===== src/rtl/gpu_pkg.sv =====
// Shared definitions for the core sequencer: state encoding seen by control_unit,
// instruction opcodes and instruction width.
package gpu_pkg;

  localparam int INSTR_W = 16;

  typedef enum logic [2:0] {
    CORE_IDLE    = 3'd0,
    CORE_FETCH   = 3'd1,
    CORE_DECODE  = 3'd2,
    CORE_REQUEST = 3'd3,
    CORE_WAIT    = 3'd4,
    CORE_EXECUTE = 3'd5,
    CORE_UPDATE  = 3'd6,
    CORE_DONE    = 3'd7
  } core_state_e;

  localparam logic [3:0] OPCODE_NOP   = 4'h0;
  localparam logic [3:0] OPCODE_BRNZP = 4'h1;
  localparam logic [3:0] OPCODE_CMP   = 4'h2;
  localparam logic [3:0] OPCODE_ADD   = 4'h3;
  localparam logic [3:0] OPCODE_SUB   = 4'h4;
  localparam logic [3:0] OPCODE_MUL   = 4'h5;
  localparam logic [3:0] OPCODE_DIV   = 4'h6;
  localparam logic [3:0] OPCODE_LDR   = 4'h7;
  localparam logic [3:0] OPCODE_STR   = 4'h8;
  localparam logic [3:0] OPCODE_CONST = 4'h9;
  localparam logic [3:0] OPCODE_RET   = 4'hF;

endpackage


===== src/rtl/core_scheduler.sv =====
// Per-core sequencer: fetch over valid/ready, hold in WAIT on memory ops, advance PC.
// Define SCHED_TIMEOUT_EN to abort a WAIT that exceeds TIMEOUT cycles.
//
// state   | meaning
// IDLE    | waiting for start       FETCH   | instruction request outstanding
// DECODE  | control_unit decodes    REQUEST | sample mem_read/mem_write
// WAIT    | data-memory op pending  EXECUTE | ALU / regfile writeback
// UPDATE  | advance pc or finish    DONE    | done held until start drops
module core_scheduler
  import gpu_pkg::*;
#(
  parameter int PC_W    = 8,
  parameter int TIMEOUT = 255
) (
  input  logic               clk,
  input  logic               reset,
  input  logic               start,
  output logic               done,
  output logic [2:0]         core_state,
  output logic [3:0]         opcode,
  output logic [INSTR_W-1:0] instruction,
  output logic [PC_W-1:0]    pc,
  output logic               prog_mem_read_valid,
  output logic [PC_W-1:0]    prog_mem_read_address,
  input  logic               prog_mem_read_ready,
  input  logic [INSTR_W-1:0] prog_mem_read_data,
  input  logic               mem_read,
  input  logic               mem_write,
  input  logic               program_end,
  output logic               lsu_valid,
  input  logic               lsu_ready,
  output logic               timeout_err
);

  core_state_e        state_q, state_d;
  logic [PC_W-1:0]    pc_q, pc_d;
  logic [INSTR_W-1:0] instr_q, instr_d;
  logic               done_q, done_d;
  logic               fetch_valid_q, fetch_valid_d;
  logic               lsu_valid_q, lsu_valid_d;

`ifdef SCHED_TIMEOUT_EN
  localparam int CNT_W = ($clog2(TIMEOUT + 1) > 8) ? $clog2(TIMEOUT + 1) : 8;

  logic [CNT_W-1:0] wait_cnt_q, wait_cnt_d;
  logic             timeout_err_q, timeout_err_d;
`endif

  always_comb begin
    state_d       = state_q;
    pc_d          = pc_q;
    instr_d       = instr_q;
    done_d        = done_q;
    fetch_valid_d = fetch_valid_q;
    lsu_valid_d   = lsu_valid_q;
`ifdef SCHED_TIMEOUT_EN
    wait_cnt_d    = wait_cnt_q;
    timeout_err_d = timeout_err_q;
`endif
    case (state_q)
      CORE_IDLE: begin
        if (start) begin
          state_d       = CORE_FETCH;
          pc_d          = '0;
          fetch_valid_d = 1'b1;
`ifdef SCHED_TIMEOUT_EN
          timeout_err_d = 1'b0;
`endif
        end
      end
      CORE_FETCH: begin
        if (prog_mem_read_ready) begin
          instr_d       = prog_mem_read_data;
          fetch_valid_d = 1'b0;
          state_d       = CORE_DECODE;
        end
      end
      CORE_DECODE: state_d = CORE_REQUEST;
      CORE_REQUEST: begin
        if (mem_read || mem_write) begin
          lsu_valid_d = 1'b1;
          state_d     = CORE_WAIT;
`ifdef SCHED_TIMEOUT_EN
          wait_cnt_d  = '0;
`endif
        end else begin
          state_d = CORE_EXECUTE;
        end
      end
      CORE_WAIT: begin
        if (lsu_ready) begin
          lsu_valid_d = 1'b0;
          state_d     = CORE_EXECUTE;
        end
`ifdef SCHED_TIMEOUT_EN
        else begin
          // counter holds the number of WAIT cycles already spent
          wait_cnt_d = wait_cnt_q + 1'b1;
          if (wait_cnt_d == CNT_W'(TIMEOUT)) begin
            lsu_valid_d   = 1'b0;
            timeout_err_d = 1'b1;
            done_d        = 1'b1;
            state_d       = CORE_DONE;
          end
        end
`endif
      end
      CORE_EXECUTE: state_d = CORE_UPDATE;
      CORE_UPDATE: begin
        if (program_end) begin
          done_d  = 1'b1;
          state_d = CORE_DONE;
        end else begin
          pc_d          = pc_q + 1'b1;
          fetch_valid_d = 1'b1;
          state_d       = CORE_FETCH;
        end
      end
      CORE_DONE: begin
        if (!start) begin
          done_d  = 1'b0;
          state_d = CORE_IDLE;
        end
      end
      default: state_d = CORE_IDLE;
    endcase
  end

  always_ff @(posedge clk or negedge reset) begin
    if (!reset) begin
      state_q       <= CORE_IDLE;
      pc_q          <= '0;
      instr_q       <= '0;
      done_q        <= 1'b0;
      fetch_valid_q <= 1'b0;
      lsu_valid_q   <= 1'b0;
    end else begin
      state_q       <= state_d;
      pc_q          <= pc_d;
      instr_q       <= instr_d;
      done_q        <= done_d;
      fetch_valid_q <= fetch_valid_d;
      lsu_valid_q   <= lsu_valid_d;
    end
  end

`ifdef SCHED_TIMEOUT_EN
  always_ff @(posedge clk or negedge reset) begin
    if (!reset) begin
      wait_cnt_q    <= '0;
      timeout_err_q <= 1'b0;
    end else begin
      wait_cnt_q    <= wait_cnt_d;
      timeout_err_q <= timeout_err_d;
    end
  end

  assign timeout_err = timeout_err_q;
`else
  logic unused_timeout;
  assign unused_timeout = (TIMEOUT != 0);
  assign timeout_err    = 1'b0;
`endif

  assign core_state            = state_q;
  assign pc                    = pc_q;
  assign instruction           = instr_q;
  assign opcode                = instr_q[INSTR_W-1 -: 4];
  assign done                  = done_q;
  assign prog_mem_read_valid   = fetch_valid_q;
  assign prog_mem_read_address = pc_q;
  assign lsu_valid             = lsu_valid_q;

endmodule


===== config.mk =====
export PLATFORM = sky130hd
export DESIGN_NAME = core_scheduler
export DESIGN_NICKNAME = d
export VERILOG_FILES = /design/src/rtl/gpu_pkg.sv /design/src/rtl/core_scheduler.sv
export SDC_FILE = /design/constraint.sdc
export NUM_CORES = 1
export LEC_CHECK = 0
export BUFFER_PORTS_ARGS = -buffer_cell sky130_fd_sc_hd__buf_2
export CAP_MARGIN = 20
export CORE_MARGIN = 2
export CORE_UTILIZATION = 45
export CTS_CLUSTER_SIZE = 25
export DETAILED_ROUTE_END_ITERATION = 10
export PLACE_DENSITY = 0.75
export SLEW_MARGIN = 20
export SYNTH_ARGS = -nofsm -noshare
export SYNTH_HDL_FRONTEND = slang
export SYNTH_SLANG_ARGS = --single-unit

===== constraint.sdc =====
create_clock -name clk -period 2.02 [get_ports clk]
set_input_delay 0.505 -clock clk [delete_from_list [all_inputs] [get_ports clk]]
set_output_delay 0.505 -clock clk [all_outputs]
set_load 0.02 [all_outputs]

; ---- Word level (Yosys, flattened, before mapping)
; Index checks and enable logic that the tools add are counted.
[totals]
register_bits = 30
in_bits = 24
out_inout_bits = 43
wordCells = 53
[classes]
add_sub_neg = 1
eq_ne = 14
muxes = 20
n_reduce_logical = 12
[op_table]
columns = cell, n
row1 = 3-bit case mux with 8 select lines, 1
row2 = 8-bit 2-to-1 mux, 2
row3 = 8-bit case mux with 2 select lines, 1
row4 = 3-bit 2-to-1 mux, 5
row5 = "2-bit != test, second input constant", 7
row6 = "3-bit == test, second input constant", 4
row7 = 3-bit AND reduction, 3
row8 = "8-bit by 1-bit adder with 8-bit output, second input constant", 1
row9 = 1-bit 2-to-1 mux, 8
row10 = 4-bit AND reduction, 2
row11 = "3-bit by 2-bit == test with 1-bit output, second input constant", 2
row12 = 2-bit nonzero test, 3
row13 = 1-bit case mux with 2 select lines, 2
row14 = "3-bit by 1-bit == test with 1-bit output, second input constant", 1
row15 = 3-bit logical NOT, 1
row16 = 1-bit case mux with 3 select lines, 1
row17 = 3-bit nonzero test, 1
row18 = 2-bit AND reduction, 1
row19 = 1-bit logical OR, 1

; ---- Longest topological paths before layout
; Gate-level depths: netlist (run 1).
[depth]
ltp_word = 3
depth_mapped = 5
ltp_nobuf = 4

; ---- Worst setup path after synthesis (run 1)
; Ideal clock, no wire load.
[synth_timing]
path_type = register -> register
startpoint = register state_q[0], in the netlist core_state[0]
endpoint = register pc_q[2], in the netlist pc[2]
setup_time_ns = 0.126
arrival_time_ns = 1.716
required_ns = 1.894
path_slack_ns = 0.178
stages_incl_launch_ff = 6
synth_period_minus_slack_ns = 1.842
cell_sequence = dfrtp_1 buf_6 or4b_4 buf_6 and2_4 a221o_1
[synth_between]
elab_chain_cells = 3
word_cells_on_any_way = 7
cone_classes = eq/ne: 3 / mux: 1 / reduce/logical: 3
[synth_rtl]
columns = item, line
row1 = start: declaration, core_scheduler.sv:35  ; core_state_e state_q, state_d;
row2 = start signal: assignment, core_scheduler.sv:138  ; state_q <= state_d;
row3 = 3-bit == test or 3-bit logical NOT (tied branches), core_scheduler.sv:60  ; case (state_q)
row4 = 2-bit != test (no line) or 2-bit nonzero test (tied branches), -
row5 = 3-bit AND reduction (no line), -
row6 = end signal: assignment, core_scheduler.sv:139  ; pc_q <= pc_d;
row7 = end: declaration, core_scheduler.sv:36  ; logic [PC_W-1:0] pc_q, pc_d;
; Several ways; a longest one is shown, not always the timed one.
; A chain may end at the register's enable or synchronous reset.

; ---- Worst setup path after layout (run 1)
; Ends and elaborated chain as after synthesis.

==> out/metrics.yaml, run 1 <==
final_layout:
  area_growth_pct: 22.7
  multi_input_area_um2: 586
  final_cells: 234
  diodes: 0
  drive_gt1_share_pct: 51.1
  fillers: 273
  final-seq-area_um2: 751
  nets: 214
floorplanning:
  initial_core_util_pct: 48.1
  core_area_mm2: 0.00313
  dieWidth_um: 61.8
  die_h_um: 61.8
  row_count: 20
  num_io_pins: 67
  die-area_mm2: 0.00382
placement:
  gp_congestion: 0.820
  pre_cts_ws_ps: 204
  place_inst: 226
  io_buffers: 65
  hpwl_mm: 2.48
worst_setup_path:
  startpoint_type: "register"
  worstSetupPathType: "register to register"
  cp-end-kind: "register"
  required_ps: 2230
  cp_max_fo: 7
  crit_arrival_ps: 1830
route:
  detail_route.iter0.violations: 17
  vias_per_cell: 5.15
  drt-pass1-iter-count: 4
  ant_nets: 0
  drt_wl_total_mm: 3.18
  drcViolationCount: 0
  wl_per_cell_um: 13.6
  num_vias: 1206
pwr:
  leakage_nw: 0.932
  powerDensity_mw_per_mm2: 1620
  vdd_drop_max_v: 0.000705
timing:
  period_minus_slack_ps: 1630
  worst_slack_ps: 392
  max_slew_margin_pct: 56.0
  setup_violations: 0
  tns_ps: 0
  fin_skew_ps: 6.84
  rsz0062_at_grt: "no"
  fmax_ghz: 0.614
  tightest_slew_ps: 660
  finalHoldViolCount: 0
  slew_viol_final: 0
  finalCritPeriodShare_pct: 80.6
min_path:
  hp-class: "primary input to asynchronous set/reset pin"
cts:
  cts_setup_buffers: 0
  tritoncts: "built"
  holdBufCountCts: 0
  clock-sinks: 30
  clock_path_buffers: 2
  cts_root_buf: "clkbuf_4"
  clk_pin_slew_worst_paths_ps: 80
  numCtsBuffers: 5
  cts_resized: 0
  h-tree-depth: 2
  clk_latency_ps: 320
run:
  drv_cap: 0
synth:
  syn-num-nets: 159
  ys_types: 38
  synth_cells: 134
  synth-seq-area-share_pct: 49.9
  syn_avg_cell_area_um2: 11.2
  synth_edf_count: 0
  yosys.area.top_type: "dfrtp_1"
  synth_flop_cell: "dfrtp_1"
  synth_area_leaders: "dfrtp_1 (50%), mux2_2 (13%), buf_4 (6.5%)"
  synth-async-reset-ratio_pct: 100
  netlist_area_mm2: 0.00150
  synth_seq_cells: 30
  synth_top_area_share_pct: 49.9
  ys.warnings.count: 0
outcome:
  status: "complete, no violations"
global_route:
  antenna_found_initial: 0
  grt_overflow: 0
  grt_max_degree: 31
  grt_util_all_layers_pct: 16.6
  grt_pass1_wl_mm: 4.50
  grt_pass1_vias: 1050
-- final cells by class --
cell class,count,share of cell area (%)
well taps,44,2.98
flip-flops and latches,30,40.7
repair buffers,70,20.3
clock buffers,7,2.98
inverters,5,1.02
multi-input cells,77,31.7
clock inverters,1,0.271
-- worst max-delay path: stages (launching register included) --
cell	delay, ps
dfrtp_1	410
or4b_4	570
and2_4	200
a221o_1	340
-- registers in the layout, summed over array words and instances (netlist names) --
name                 flops
lsu_valid                1
prog_mem_read_valid      1
pc                       8
done                     1
instruction             16
core_state               3
-- final timing paths --
kind                                            start                     endpoint  slack, ps  cells past startpoint
max reg2reg                 core_state[0]$_DFFE_PN0P_            pc[2]$_DFFE_PN0P_        390                      3
max                         core_state[0]$_DFFE_PN0P_            pc[2]$_DFFE_PN0P_        390                      3
min reg2reg                instruction[5]$_DFFE_PN0P_   instruction[5]$_DFFE_PN0P_        510                      1
min                                             reset            pc[4]$_DFFE_PN0P_        210                      1
max in group asynchronous                       reset   instruction[9]$_DFFE_PN0P_       1380                      1
min in group clk               prog_mem_read_data[12]  instruction[12]$_DFFE_PN0P_        410                      2
-- cells by family after synthesis --
family | after synthesis | share of synthesized area, %
buffers and inverters | 27 | 11.1
multiplexers | 18 | 13.4
AO/OA/AOI/OAI | 24 | 10.3
flip-flops | 30 | 49.9
adder cells (fa/ha/maj) | 1 | 0.832
other | 1 | 0.249
AND/OR/NAND/NOR | 33 | 14.1
-- per-stage QoR --
step / power, mW / cell area (um2) / hold slack, ps / utilization, %
final: 3.00 / 1850 / 212 / 59.0
after global routing: 3.21 / 1850 / 253 / 59.0
after CTS: 3.03 / 1850 / 227 / 59.0
after detailed placement: 2.67 / 1790 / 493 / 57.1
after global placement: 2.61 / 1790 / 484 / 57.1
after floorplan: 2.24 / 1500 / 209 / -
-- cells in the mapped netlist, drive strengths merged (2+ instances only) --
cell,n
o21ai,8
or4,3
mux2,17
o211ai,3
clkbuf,5
a31oi,2
o31ai,3
inv,5
nand3,11
buf,17
nand2,2
and3,2
dfrtp,30
nor2b,2
a21oi,3
-- per-layer routing --
metal	routed length, um	global-route usage [%]
met2	1640	28.9
met1	1340	18.7
met4	47	7.29
met5	0	0
met3	154	5.18
-- power by group --
part | leakage, nW | internal (mW) | switching (mW) | total, mW
sequential | 0.366 | 0.873 | 0.208 | 1.08
clock | 0.0353 | 0.168 | 0.189 | 0.357
combinational | 0.531 | 0.625 | 0.934 | 1.56
total | 0.932 | 1.67 | 1.33 | 3.00
-- cell usage in the layout (no fill, tap or decap), types with 2 or more instances in the layout --
cell and instances:
o31ai_1 3, or4_1 3, a31oi_1 2, buf_4 4, mux2_2 17, a21oi_1 3, clkbuf_4 5, inv_1 5
nand2_1 2, dfrtp_1 30, nor2b_1 2, and3_1 2, o211ai_1 3, o21ai_0 8, buf_2 65, nand3_1 11
(Power assumes the default switching activity.)
==> run 2, diff against run 1 <==
- CORE_UTILIZATION: 45 -> 42
- PLACE_DENSITY: 0.75 -> 0.73
- clock period: 2.02 -> 1.39 ns (I/O delays scaled with it)
==> run 2 against run 1 <==
Compared with the run above: critical endpoint unchanged; routed wire length rose by 15%; die area rose by 6.7%; cell count rose by 10%; clock power rose by 51%; global-route usage rose by 2.1 points; hold slack improved by 44 ps; critical path depth did not move; the flow now finishes with violations (negative setup slack).
==> out/metrics.yaml, run 2 (synthesized netlist as in run 1, its figures left out) <==
final_layout:
  final-seq-area_um2: 757  # +0.83%
  final_cell_area_mm2: 0.00218  # +18%
  mostFrequentLayoutCell: "buf_2"
  fillers: 279  # +2.2%
  drive_gt1_share_pct: 62.3  # +11 points
  area_growth_pct: 45.1
  fin_util_pct: 64.4  # +5.4 points
  diodes: 0  # unchanged
  multi_input_area_um2: 683  # +17%
  nets: 236  # +10%
  largest_reg_flops: 16  # unchanged
  layout_common_cells: "buf_2 (58), dfrtp_1 (25), buf_4 (22)"
floorplanning:
  die-area_mm2: 0.00408  # +6.7%
  num_io_pins: 67  # unchanged
  die_h_um: 63.8  # +3.3%
  core_area_mm2: 0.00339  # +8.4%
  row_count: 21  # +5.0%
  dieWidth_um: 63.8  # +3.3%
  initial_core_util_pct: 44.4  # -3.7 points
worst_setup_path:
  cp-end-kind: "register"
  crit_chain: "or4b_4, and2_4, a221o_1"
  r2r-start: "core_state[1]$_DFFE_PN0P_"
  startpoint: "core_state[1]$_DFFE_PN0P_"
  slowest_delay_ps: 520  # -50 ps
  rr_endpoint: "pc[2]$_DFFE_PN0P_"
  startpoint_type: "register"
  rrSetupSlack_ps: -160  # -550 ps
  worstSetupPathType: "register to register"
  cp_max_fo: 4  # -3
  crit_arrival_ps: 1750  # -80 ps
  endpoint: "pc[2]$_DFFE_PN0P_"
  required_ps: 1590  # -640 ps
  slowest_stage: "or4b_4"
  rr_worst_depth: 3  # unchanged
global_route:
  grt_pass1_vias: 1299  # +24%
  top_usage_layer: "met2"
  met2_usage_pct: 33.2  # +4.3 points
  grtUsageMet1_pct: 22.1  # +3.3 points
  gr-usage-met3_pct: 4.93  # -0.25 points
  grt_max_degree: 19  # -39%
  grt_util_all_layers_pct: 18.7  # +2.1 points
  antenna_found_initial: 0  # unchanged
  grt_pass1_wl_mm: 5.93  # +32%
  grt_overflow: 0  # unchanged
timing:
  slew_viol_final: 0  # unchanged
  period_minus_slack_ps: 1550  # -82.5 ps
  fin_skew_ps: 6.92  # +0.0844 ps
  worst_slack_ps: -156  # -548 ps
  hold_ws_ps: 256  # +43.9 ps
  finalHoldViolCount: 0  # unchanged
  rsz0062_at_grt: "yes"
  fmax_ghz: 0.647  # +5.3%
  setup_violations: 25  # +25
  finalCritPeriodShare_pct: 111  # +31 points
min_path:
  hp-class: "primary input to register"
cts:
  clock_path_buffers: 2  # unchanged
  clk_pin_slew_worst_paths_ps: 100  # +20 ps
  tritoncts: "built"
  numCtsBuffers: 5  # unchanged
  clk_latency_ps: 320  # about the same
  clock-sinks: 30  # unchanged
  h-tree-depth: 2  # unchanged
  cts_root_buf: "clkbuf_4"
placement:
  io_buffers: 65  # unchanged
  hpwl_mm: 2.84  # +14%
  place_area_mm2: 0.00195  # +9.3%
  gp_congestion: 0.797  # -2.8%
pwr:
  swShare_pct: 42.1  # -2.3 points
  power_mw: 5.16  # +72%
  pwr-share-clk_pct: 10.5  # -1.4 points
  pwr-share-comb_pct: 58.8  # +6.8 points
  p_int_mw: 2.99  # +79%
  leakage_nw: 1.10  # +18%
  power.switching_mw: 2.17  # +63%
  powerDensity_mw_per_mm2: 2370  # +46%
  p_seq_share_pct: 30.7  # -5.4 points
  vdd_drop_max_v: 0.00120  # +71%
route:
  vias_per_cell: 5.16  # about the same
  detail_route.iter0.violations: 28  # +11
  drt_wl_total_mm: 3.65  # +15%
  ant_nets: 0  # unchanged
  drt-pass1-iter-count: 4  # unchanged
  num_vias: 1330  # +10%
  drcViolationCount: 0  # unchanged
  wl_per_cell_um: 14.2  # +4.2%
outcome:
  status: "complete, but fails checks"
  violations: "negative setup slack"
run:
  drv_cap: 0  # unchanged
==> run 2: what timing repair did <==
item,CTS,global route
endpoints found under the hold margin,17,0
cloned,0,0
buffers inserted,3,2
endpoints found under the setup margin,32,35
hold buffers,1,0
pin swaps,2,5
gates resized for setup,23,9
==> run 2: power by group through the flow <==
stage | clock network (mW) | registers [mW] | logic, mW
final | 0.540 | 1.58 | 3.04
after global routing | 0.607 | 1.65 | 3.23
after CTS | 0.564 | 1.58 | 2.98
after detailed placement | 0 | 1.59 | 2.65
after global placement | 0 | 1.55 | 2.57
after floorplan | 0 | 2.07 | 1.39
==> run 2: layer usage <==
layer | part of all wire (%) | wire length, um
met3 | 4.5 | 165
met4 | 0.79 | 29
met2 | 54 | 1970
met1 | 41 | 1490
met5 | 0 | 0
==> run 2: final cells by class <==
class                      count  share of cell area, %
sequential                    30                   34.7
timing repair buffer          92                   27.6
inverter                       5                  0.860
multi-input combinational     77                   31.3
clock buffer                   6                   2.35
tap                           46                   2.64
clock inverter                 2                  0.573
==> run 2: how the worst min path moves through the flow <==
stage / from / end / slack, ps / cells past startpoint
floorplan: reset / core_state[0]$_DFFE_PN0P_ / 50 / 0
global placement: reset / lsu_valid$_DFFE_PN0P_ / 290 / 1
detailed placement: reset / lsu_valid$_DFFE_PN0P_ / 300 / 1
CTS: prog_mem_read_data[4] / instruction[4]$_DFFE_PN0P_ / 240 / 2
global route: prog_mem_read_data[4] / instruction[4]$_DFFE_PN0P_ / 230 / 2
finish: prog_mem_read_data[6] / instruction[6]$_DFFE_PN0P_ / 260 / 2
==> run 2: critical path: cells and delay by family (launching register included) <==
family             cells  cell delay [ps]
and+or+nand+nor        2              680
DFF                    1              440
AOI/OAI and AO/OA      1              310
==> run 2: metrics by stage <==
step	std cells	TNS (ps)	setup WS, ps
6_report	258	-1030	-156
5_1_grt	258	-3180	-189
4_1_cts	256	-1440	-169
3_5_place_dp	244	-2160	-158
3_3_place_gp	244	-1380	-122
2_1_floorplan	134	-2060	-368
==> run 3, diff against run 2 <==
- CORE_UTILIZATION: 42 -> 30
- PLACE_DENSITY: 0.73 -> 0.55
==> run 3 against run 2 <==
Compared with the run above: the run still ends with negative setup slack left; design area rose by 0.75%; sequential share of layout area fell by 0.37 points; combinational power fell by 9.2%; register-to-register slack barely moved; count of clock-buffer cells in the layout did not move; utilization fell by 18 points; fmax rose by 0.84%; first-iteration DRC count fell by 3.6%; critical path depth did not move; critical path type unchanged.
==> out/metrics.yaml, run 3 (synthesized netlist as in run 1, its figures left out) <==
pwr:
  vdd_drop_max_v: 0.000800  # -34%
  leakage_nw: 1.10  # about the same
  powerDensity_mw_per_mm2: 2300  # -2.9%
worst_setup_path:
  startpoint_type: "register"
  rr_worst_depth: 3  # unchanged
  rr_endpoint: "pc[2]$_DFFE_PN0P_"
  crit_arrival_ps: 1690  # -60 ps
  cp-end-kind: "register"
  rrSetupSlack_ps: -140  # about the same
  required_ps: 1550  # -40 ps
  worstSetupPathType: "register to register"
  r2r-start: "core_state[2]$_DFFE_PN0P_"
  cp_max_fo: 4  # unchanged
  startpoint: "core_state[2]$_DFFE_PN0P_"
  endpoint: "pc[2]$_DFFE_PN0P_"
cts:
  clk_pin_slew_worst_paths_ps: 70  # -30 ps
  clock-sinks: 30  # unchanged
  tritoncts: "built"
  numCtsBuffers: 5  # unchanged
  clk_latency_ps: 280  # -40 ps
  clock_path_buffers: 2  # unchanged
  cts_root_buf: "clkbuf_8"
  h-tree-depth: 2  # unchanged
min_path:
  hp-class: "primary input to register"
global_route:
  grt_pass1_vias: 1178  # -9.3%
  grt_overflow: 0  # unchanged
  antenna_found_initial: 0  # unchanged
  grt_util_all_layers_pct: 13.0  # -5.8 points
  grt_max_degree: 25  # +6
  grt_pass1_wl_mm: 5.44  # -8.3%
run:
  drv_cap: 0  # unchanged
timing:
  fmax_ghz: 0.652  # +0.84%
  fin_skew_ps: 8.45  # +1.53 ps
  setup_violations: 25  # unchanged
  tns_ps: -1090  # -54.9 ps
  rsz0062_at_grt: "yes"
  period_minus_slack_ps: 1530  # -12.8 ps
  finalHoldViolCount: 0  # unchanged
  worst_slack_ps: -143  # +12.8 ps
  finalCritPeriodShare_pct: 110  # -0.92 points
  slew_viol_final: 0  # unchanged
route:
  routed-wl-met2_mm: 1.68  # -15%
  drt-pass1-iter-count: 4  # unchanged
  drt_wl_total_mm: 3.51  # -4.0%
  num_vias: 1287  # -3.2%
  ant_nets: 0  # unchanged
  wl_met3_um: 182  # +10%
  top_layer: "met4"
  detail_route.iter0.violations: 27  # -3.6%
  vias_per_cell: 4.61  # -11%
  drcViolationCount: 0  # unchanged
  wl_per_cell_um: 12.6  # -11%
  drt-met1-wl_mm: 1.59  # +7.2%
final_layout:
  fin_util_pct: 45.9  # -18 points
  largest_reg_flops: 16  # unchanged
  mostFrequentLayoutCell: "buf_2"
  diodes: 0  # unchanged
  final-seq-area_um2: 754  # -0.33%
  fillers: 474  # +70%
  area_growth_pct: 46.2
  layout_common_cells: "buf_2 (64), dfrtp_1 (27), buf_4 (21)"
  multi_input_area_um2: 639  # -6.4%
  drive_gt1_share_pct: 59.9  # -2.4 points
  nets: 236  # unchanged
outcome:
  status: "complete, but fails checks"
  violations: "negative setup slack"
floorplanning:
  initial_core_util_pct: 31.4  # -13 points
  num_io_pins: 67  # unchanged
  die_h_um: 74.8  # +17%
  die-area_mm2: 0.00560  # +37%
  core_area_mm2: 0.00479  # +41%
  dieWidth_um: 74.8  # +17%
  row_count: 25  # +19%
placement:
  gp_congestion: 0.764  # -4.1%
  hpwl_mm: 2.50  # -12%
  io_buffers: 65  # unchanged
run 3: metal layers:
| layer | vias to the layer above | track usage, % |
|---|---|---|
| met5 | - | 0 |
| met1 | 621 | 17.0 |
| met4 | 0 | 4.17 |
| li1 | 627 | - |
| met3 | 5 | 4.15 |
| met2 | 34 | 20.5 |
run 3: how the worst min path moves through the flow:
stage	start	end	slack (ps)	cells past startpoint
final	prog_mem_read_data[0]	instruction[0]$_DFFE_PN0P_	290	2
after global routing	prog_mem_read_data[8]	instruction[8]$_DFFE_PN0P_	280	2
after CTS	prog_mem_read_data[10]	instruction[10]$_DFFE_PN0P_	280	2
after detailed placement	reset	done$_DFFE_PN0P_	210	1
after global placement	reset	done$_DFFE_PN0P_	210	1
after floorplan	reset	core_state[0]$_DFFE_PN0P_	50	0
run 3: layout make-up:
class,count,area share [%]
well taps,67,3.81
inverters,5,0.854
clock inverters,2,0.569
multi-input cells,77,29.1
repair buffers,92,27.6
clock buffers,6,3.76
flip-flops and latches,30,34.3
run 3: worst max-delay path: stages, from the launching register on:
cell	delay (ps)
dfrtp_2	410
or4b_4	530
and2_4	170
a221o_1	300
run 3: per-stage QoR:
stage	area (um2)	setup slack, ps	total power, mW	hold WS (ps)	instances
after floorplan	1580	-368	3.46	51.9	134
after global placement	2000	-127	4.14	211	266
after detailed placement	2000	-141	4.16	213	266
after CTS	2160	-144	5.04	285	277
after global routing	2200	-183	5.40	283	279
final	2200	-143	5.05	293	279
run 3: repair_timing:
action	in CTS	in global routing
setup buffers	1	1
gates cloned	1	1
resized for setup	6	4
pin swaps	2	1
hold buffers	1	0
endpoints found under the hold margin	6	0
endpoints found under the setup margin	27	29
run 3: report_power, final:
| part | switching, mW | total [mW] | internal, mW |
|---|---|---|---|
| combinational | 1.48 | 2.76 | 1.29 |
| clock | 0.342 | 0.740 | 0.398 |
| sequential | 0.267 | 1.55 | 1.28 |
| total | 2.08 | 5.05 | 2.96 |
